File: config.mk
export PLATFORM = sky130hd
export DESIGN_NAME = coprocessor0_regfile
export DESIGN_NICKNAME = d
export VERILOG_FILES = /design/src/rtl/coprocessor0_regfile.sv
export SDC_FILE = /design/constraint.sdc
export NUM_CORES = 1
export LEC_CHECK = 0
export ABC_AREA = 1
export CORE_MARGIN = 2
export CORE_UTILIZATION = 50
export DETAILED_ROUTE_END_ITERATION = 10
export PLACE_DENSITY = 0.81
export SYNTH_ARGS = -nofsm -noshare
export SYNTH_HDL_FRONTEND = slang
export SYNTH_SLANG_ARGS = --single-unit
File: constraint.sdc
create_clock -name clock -period 3.1 [get_ports clock]
set_input_delay 0.93 -clock clock [delete_from_list [all_inputs] [get_ports clock]]
set_output_delay 0.93 -clock clock [all_outputs]
set_load 0.02 [all_outputs]
File: src/rtl/coprocessor0_regfile.sv
// CP0 register file and exception/timer controller for the 5-stage MIPS core.
// Holds BadVAddr, Count, Compare, Status, Cause and EPC and drives the IF redirect bus.
module coprocessor0_regfile #(
    parameter logic [31:0] EXC_VECTOR   = 32'hBFC0_0380,
    parameter int unsigned COUNT_DIVIDE = 2
) (
    input  logic        clock,
    input  logic        reset,
    input  logic        mtc0_we,
    input  logic [4:0]  cp0_addr,
    input  logic [31:0] cp0_wdata,
    output logic [31:0] cp0_rdata,
    input  logic        exc_valid,
    input  logic [4:0]  exc_code,
    input  logic [31:0] exc_pc,
    input  logic        exc_in_delay_slot,
    input  logic        exc_badvaddr_we,
    input  logic [31:0] exc_badvaddr,
    input  logic        eret_valid,
    input  logic [5:0]  hw_interrupt,
    output logic [39:0] cp0_to_if_bus,
    output logic        flush
);

    localparam int unsigned     DIV_W      = (COUNT_DIVIDE > 2) ? $clog2(COUNT_DIVIDE) : 1;
    localparam logic [DIV_W-1:0] PHASE_LAST = DIV_W'(COUNT_DIVIDE - 1);

    localparam logic [4:0] ADDR_BADVADDR = 5'd8;
    localparam logic [4:0] ADDR_COUNT    = 5'd9;
    localparam logic [4:0] ADDR_COMPARE  = 5'd11;
    localparam logic [4:0] ADDR_STATUS   = 5'd12;
    localparam logic [4:0] ADDR_CAUSE    = 5'd13;
    localparam logic [4:0] ADDR_EPC      = 5'd14;

    // BEV is hard-wired to 1: only the bootstrap exception vector is supported.
    function automatic logic [31:0] pack_status(
        input logic [7:0] im,
        input logic       exl,
        input logic       ie
    );
        return {9'h000, 1'b1, 6'h00, im, 6'h00, exl, ie};
    endfunction

    function automatic logic [31:0] pack_cause(
        input logic       bd,
        input logic       ti,
        input logic [7:0] ip,
        input logic [4:0] exccode
    );
        return {bd, ti, 14'h0000, ip, 1'b0, exccode, 2'b00};
    endfunction

    logic [31:0]      badvaddr_r;
    logic [31:0]      count_r;
    logic [31:0]      compare_r;
    logic [31:0]      epc_r;
    logic [7:0]       status_im_r;
    logic             status_exl_r;
    logic             status_ie_r;
    logic             cause_bd_r;
    logic             cause_ti_r;
    logic [5:0]       cause_ip_hw_r;
    logic [1:0]       cause_ip_sw_r;
    logic [4:0]       cause_exccode_r;
    logic [DIV_W-1:0] phase_r;
    logic             flush_r;
    logic [31:0]      exception_address_r;

    logic             take_exc_s;
    logic             take_eret_s;
    logic             take_mtc0_s;
    logic             wr_count_s;
    logic             wr_compare_s;
    logic             wr_status_s;
    logic             wr_cause_s;
    logic             wr_epc_s;
    logic [7:0]       cause_ip_s;
    logic [7:0]       interrupt_valid_s;
    logic [31:0]      rdata_s;

    // Commit arbitration: exception beats eret beats mtc0; losers are dropped.
    always_comb begin
        take_exc_s   = exc_valid;
        take_eret_s  = ~exc_valid & eret_valid;
        take_mtc0_s  = ~exc_valid & ~eret_valid & mtc0_we;
        wr_count_s   = 1'b0;
        wr_compare_s = 1'b0;
        wr_status_s  = 1'b0;
        wr_cause_s   = 1'b0;
        wr_epc_s     = 1'b0;
        if (take_mtc0_s) begin
            case (cp0_addr)
                ADDR_COUNT:   wr_count_s   = 1'b1;
                ADDR_COMPARE: wr_compare_s = 1'b1;
                ADDR_STATUS:  wr_status_s  = 1'b1;
                ADDR_CAUSE:   wr_cause_s   = 1'b1;
                ADDR_EPC:     wr_epc_s     = 1'b1;
                default:      wr_count_s   = 1'b0;
            endcase
        end else begin
            wr_count_s = 1'b0;
        end
    end

    // mfc0 read mux and pending-interrupt vector, both from pre-edge state.
    always_comb begin
        cause_ip_s        = {cause_ip_hw_r, cause_ip_sw_r};
        interrupt_valid_s = cause_ip_s & status_im_r & {8{status_ie_r & ~status_exl_r}};
        case (cp0_addr)
            ADDR_BADVADDR: rdata_s = badvaddr_r;
            ADDR_COUNT:    rdata_s = count_r;
            ADDR_COMPARE:  rdata_s = compare_r;
            ADDR_STATUS:   rdata_s = pack_status(status_im_r, status_exl_r, status_ie_r);
            ADDR_CAUSE:    rdata_s = pack_cause(cause_bd_r, cause_ti_r, cause_ip_s, cause_exccode_r);
            ADDR_EPC:      rdata_s = epc_r;
            default:       rdata_s = 32'h0000_0000;
        endcase
    end

    assign cp0_rdata     = rdata_s;
    assign cp0_to_if_bus = {exception_address_r, interrupt_valid_s};
    assign flush         = flush_r;

    // Count and its prescaler; an mtc0 to Count restarts the prescale phase.
    always_ff @(posedge clock) begin
        if (reset) begin
            count_r <= 32'h0000_0000;
            phase_r <= '0;
        end else if (wr_count_s) begin
            count_r <= cp0_wdata;
            phase_r <= '0;
        end else if (phase_r == PHASE_LAST) begin
            count_r <= count_r + 32'd1;
            phase_r <= '0;
        end else begin
            count_r <= count_r;
            phase_r <= phase_r + DIV_W'(1);
        end
    end

    // Compare register and the sticky timer interrupt it arms.
    always_ff @(posedge clock) begin
        if (reset) begin
            compare_r  <= 32'h0000_0000;
            cause_ti_r <= 1'b0;
        end else if (wr_compare_s) begin
            compare_r  <= cp0_wdata;
            cause_ti_r <= 1'b0;
        end else if (count_r == compare_r) begin
            compare_r  <= compare_r;
            cause_ti_r <= 1'b1;
        end else begin
            compare_r  <= compare_r;
            cause_ti_r <= cause_ti_r;
        end
    end

    // Interrupt pending bits: hardware lines sampled every cycle, timer folded into IP7.
    always_ff @(posedge clock) begin
        if (reset) begin
            cause_ip_hw_r <= 6'h00;
            cause_ip_sw_r <= 2'b00;
        end else begin
            cause_ip_hw_r <= {hw_interrupt[5] | cause_ti_r, hw_interrupt[4:0]};
            cause_ip_sw_r <= wr_cause_s ? cp0_wdata[9:8] : cause_ip_sw_r;
        end
    end

    // Status fields; EXL is set by exceptions and cleared by eret.
    always_ff @(posedge clock) begin
        if (reset) begin
            status_im_r  <= 8'h00;
            status_exl_r <= 1'b0;
            status_ie_r  <= 1'b0;
        end else if (take_exc_s) begin
            status_exl_r <= 1'b1;
        end else if (take_eret_s) begin
            status_exl_r <= 1'b0;
        end else if (wr_status_s) begin
            status_im_r  <= cp0_wdata[15:8];
            status_exl_r <= cp0_wdata[1];
            status_ie_r  <= cp0_wdata[0];
        end else begin
            status_exl_r <= status_exl_r;
        end
    end

    // Exception capture; nested exceptions (EXL already set) keep the original EPC/BD.
    always_ff @(posedge clock) begin
        if (reset) begin
            epc_r           <= 32'h0000_0000;
            cause_bd_r      <= 1'b0;
            cause_exccode_r <= 5'd0;
            badvaddr_r      <= 32'h0000_0000;
        end else if (take_exc_s) begin
            cause_exccode_r <= exc_code;
            if (!status_exl_r) begin
                epc_r      <= exc_in_delay_slot ? (exc_pc - 32'd4) : exc_pc;
                cause_bd_r <= exc_in_delay_slot;
            end else begin
                epc_r      <= epc_r;
                cause_bd_r <= cause_bd_r;
            end
            if (exc_badvaddr_we) begin
                badvaddr_r <= exc_badvaddr;
            end else begin
                badvaddr_r <= badvaddr_r;
            end
        end else if (wr_epc_s) begin
            epc_r <= cp0_wdata;
        end else begin
            epc_r <= epc_r;
        end
    end

    // Redirect to IF: one-cycle flush and a held target address.
    always_ff @(posedge clock) begin
        if (reset) begin
            flush_r             <= 1'b0;
            exception_address_r <= 32'h0000_0000;
        end else if (take_exc_s) begin
            flush_r             <= 1'b1;
            exception_address_r <= EXC_VECTOR;
        end else if (take_eret_s) begin
            flush_r             <= 1'b1;
            exception_address_r <= epc_r;
        end else begin
            flush_r             <= 1'b0;
            exception_address_r <= exception_address_r;
        end
    end

endmodule

Yosys cells after proc, flatten, opt, wreduce, memory -nomap -nowiden

Cells that the tools add are included.

Add/sub/neg operators: 3
Equality and inequality tests: 8
Mux-type cells: 24
Bitwise operators: 11
Reduce and logical (&&, ||, !) cells: 11

Operator list:

| cell                                                                   | count |
|---|---|
| 32-bit 2-to-1 mux                                                      | 8 |
| 32-bit one-hot mux with 6 select lines                                 | 1 |
| 32-bit by 1-bit adder with 32-bit output (second input constant)       | 1 |
| 32-bit equality test                                                   | 1 |
| 32-bit by 3-bit subtractor with 32-bit output (second input constant)  | 1 |
| 5-bit by 4-bit equality test with 1-bit output (second input constant) | 6 |
| 8-bit AND                                                              | 2 |
| 1-bit 2-to-1 mux                                                       | 15 |
| 2-bit AND reduction                                                    | 3 |
| 2-bit nonzero test                                                     | 3 |
| 1-bit AND                                                              | 4 |
| 1-bit NOT                                                              | 4 |
| 2-bit OR reduction                                                     | 2 |
| 3-bit AND reduction                                                    | 1 |
| 3-bit nonzero test                                                     | 1 |
| 3-bit OR reduction                                                     | 1 |
| 2-bit != test (second input constant)                                  | 1 |
| 1-bit adder (second input constant)                                    | 1 |
| 1-bit bitwise OR                                                       | 1 |

Register bits: 187
Bits of input ports: 119
Output and inout bits: 73
Word-level logic and storage cells: 73

Depth between registers and ports, before layout

Depth in word-level cells: 7
Gate-level depth with buffers: 12
Mapped depth without buffers: 12

Worst setup path after synthesis

Ideal clock, no wire load.

Kind: in2out
Start point: input cp0_addr[1]
End point: output cp0_rdata[0]
Data arrival time: 2202 ps
Required time: 2170 ps
Setup slack: -32 ps
Stages: 7
Path buffers: 2
Cells stage by stage: inv_1 -> nand2_1 -> nor2_1 -> buf_2 -> inv_1 -> buf_2 -> o2111ai_1

Cells in the longest elaborated chain, start to end: 2
Elaborated cells between the ends (all ways): 7
Those cells by class: 6 x eq/ne; 1 x mux

Ends and longest elaborated chain:

| what                                           | RTL line | source |
|---|---|---|
| start, declared                                | 10       | `input logic [4:0] cp0_addr,` |
| 5-bit by 4-bit equality test with 1-bit output | 109      | `case (cp0_addr)` |
| 32-bit one-hot mux with 6 select lines (*)     | 109      |  |
| end, declared                                  | 12       | `output logic [31:0] cp0_rdata,` |

Every way passes the cells marked *; elsewhere a longest branch is shown, timed or not.

Final worst setup path

Start point: input cp0_addr[4]
End point: output cp0_rdata[23]

Same word-level chain as after synthesis.

==> out/results.ini <==
[outcome]
outcome = complete, but fails checks
violations = negative setup slack

[placement]
place.port_buffers = 191
place_inst = 1853
dp_hpwl_um = 27740
gp_congestion = 0.9739

[hold_path]
worstHoldStart = exception_address_r[3]
holdPathStages = 2
hp-class = register to register
min_to = exception_address_r[3]

[cells_and_area]
layout_common_cells = nand2_1 (262), nor2_1 (227), dfxtp_1 (187), clkdlybuf4s50_1 (152), a21oi_1 (136)
drive_gt1_frac = 0.1345
fillers = 1715
nets = 1744
final_cells = 1901
layout_commonest_cell = nand2_1
insertedDiodeCount = 0
syn_to_final_growth_pct = 32.95

[worst_setup_path]
cp_slowest_cell = nor3_4
cp.required_ns = 2.17
critPathBufInv = 7
crit_family = buffers and inverters
cp_max_fo = 8
slowest_delay_ns = 0.20
r2r-start = count_r[9]
crit_type = primary input to primary output
rr_worst_depth = 8
timing.rr.end = count_r[28]
crit_top_cell = buf_6
reg2reg_slack_ns = 1.08
arrival_ns = 2.22
start_kind = primary input
path_cells = buf_6 > inv_4 > nand3_4 > buf_6 > nor3_4 > buf_6 > buf_16 > buf_6 > a22oi_2 > o211ai_1 > buf_4
end_kind = primary output

[logic_synthesis]
syn_inst = 1433
synth_seq_cells = 187
avgSynthCellArea_um2 = 6.887
synthAdderAreaFrac = 0.002535
synth_compound_area_frac = 0.2132
synth_top_family_by_area = simple AND/OR/NAND/NOR gates
synth_simple_gate_area_frac = 0.2719
seq_area_frac_synth = 0.3793
synth.distinct_cells = 43
synth_fp_nets = 1554
syn_area_um2 = 9869
post_synth_xor_area_fraction = 0.05325
synth.area.mux_share = 0
yosysWarnings = 0

[global_routing]
grt_usage = 0.3570
antenna_found_initial = 0
first_global_vias = 10280
globalRouteMet3Util = 0.05530
grt_use_met1 = 0.4699
grt.busiest_layer = met2
use_met2 = 0.5735
grt_max_degree = 59
grt_pass1_wl_um = 56370
grt-ovfl-total = 0

[clocking]
clkTransAtPathRegs_ns = 0.08
cts_max_path_buffers = 2
cts_inserted_buffers = 17
ctsHoldBuffers = 0
cts_tree = built
clockRootBuffer = clkbuf_16
insertion_delay_ns = 0.44
cts_sinks = 187
htreeDepth = 4

[sta]
worst_slack_ns = -0.04859
worst_slew_pin_slew_ns = 0.7494
timing.final.crit_share = 1.016
slew_headroom = 0.5004
timing_hold_violations_final = 0
whs_ns = 0.4659
grt_setup_unrepaired = true
finalWorstPathRequiredPeriod_ns = 3.149
setup_tns_ns = -0.3831
slew_viol_final = 0
setup_violations = 20
fin_worst_skew_ns = 0.008573
fmax_mhz = 317.6

[die]
num_io_pins = 192
start_util = 0.5088
dieHeight_um = 144.5
die_w_um = 144.5
die_area_um2 = 20880
std_cell_rows = 51
core_um2 = 19400

[route]
wl_per_cell_um = 19.90
ant_nets = 0
dr_total_vias = 11050
drt_pass1_iterations = 8
drc_errors = 0
drt_iter0_drc = 1428
drt-total-wl_um = 37840
avgViaCountPerCell = 5.812

[power]
ir_drop_v = 0.0003561
p_leak_nw = 5.232
power_density_nw_per_um2 = 425.0

[flow_run]
max_cap_violations = 0

-- Yosys cell counts, drive strengths merged --
library cell	number	area, µm²
buf	33	178.9
inv	114	427.9
o21bai	3	22.52
o211ai	18	135.1
o221ai	1	8.760
o22ai	16	100.1
a21oi	139	706.9
nor4	4	25.02
dfxtp	187	3744
clkbuf	47	180.2
nor3	28	183.9
a31oi	9	56.30
nand2	271	1040
a211oi	1	7.510
nand4	13	87.58
xor2	36	315.3
nor2	245	999.7
nand3	53	275.3
or2	6	37.54
a22oi	47	352.8
ha	2	25.02
xnor2	24	210.2
o2111ai	9	78.83
a221oi	3	26.28
o21ai	121	609.3
nand3b	3	35.03
-- worst register-to-register path, cell delays in order (launching register included) --
cell and delay [ns]:
dfxtp_1 0.43, inv_1 0.13, nor3_1 0.36, nand2_1 0.10, nor2_1 0.34, nand2_1 0.15
xor2_1 0.17, a21oi_1 0.14, nor2_1 0.06
-- worst max-delay path by stage --
stage | cells after the start | end | start | slack (ns)
final | 11 | cp0_rdata[23] | cp0_addr[4] | -0.05
after detailed placement | 10 | cp0_rdata[1] | cp0_addr[4] | -0.93
after CTS | 11 | cp0_rdata[23] | cp0_addr[4] | -0.003
after global routing | 11 | cp0_rdata[23] | cp0_addr[4] | -0.1
after global placement | 10 | cp0_rdata[1] | cp0_addr[4] | -0.86
after floorplan | 7 | cp0_rdata[0] | cp0_addr[1] | 0.006
-- routing by layer --
layer | vias to the layer above | part of all wire
met4 | 0 | 0.051
met5 | - | 0
met3 | 111 | 0.11
met2 | 701 | 0.45
li1 | 5149 | -
met1 | 5087 | 0.39
-- timing repair --
action | 4_1_cts | 5_1_grt
gates cloned | 3 | 2
buffers inserted | 9 | 3
setup endpoints to repair | 32 | 30
pin swaps | 5 | 21
hold endpoints to repair | 0 | 0
gates resized for setup | 188 | 65
-- cell families after synthesis --
logic type / Yosys count
adder cells (fa/ha/maj): 2
AO/OA/AOI/OAI: 367
XOR/XNOR: 60
flip-flops: 187
buffers and inverters: 194
AND/OR/NAND/NOR: 623
-- registers in the layout, indices dropped and copies added, names as in the netlist, 2 cells and up --
signal	count
badvaddr_r	32
compare_r	32
count_r	32
epc_r	32
exception_address_r	32
status_im_r	8
cause_ip_hw_r	6
cause_exccode_r	5
cause_ip_sw_r	2
-- power breakdown --
| group | switching [mW] | internal (mW) |
|---|---|---|
| clock | 1.08 | 1.16 |
| combinational | 0.426 | 0.318 |
| sequential | 0.0974 | 2.50 |
| total | 1.60 | 3.97 |
-- final cells by class --
type                            count  area [µm²]  share of cell area
Clock buffer                       17       425.4             0.03242
Clock inverter                     15       168.9             0.01287
Inverter                          114       432.9             0.03299
Multi-Input combinational cell   1052        5525              0.4211
Sequential cell                   187        3744              0.2853
Tap cell                          265       331.6             0.02527
Timing Repair Buffer              251        2494              0.1900
-- stage by stage --
step	cell area (µm²)	utilization	power, mW	setup slack (ns)
after floorplan	9872	-	2.948	0.005907
after global placement	12150	0.6264	3.327	-0.8616
after detailed placement	12150	0.6264	3.338	-0.9265
after CTS	12840	0.6620	5.534	-0.002903
after global routing	13120	0.6764	5.730	-0.09919
final	13120	0.6764	5.576	-0.04859
No activity file was read; power rests on OpenSTA's default activity.
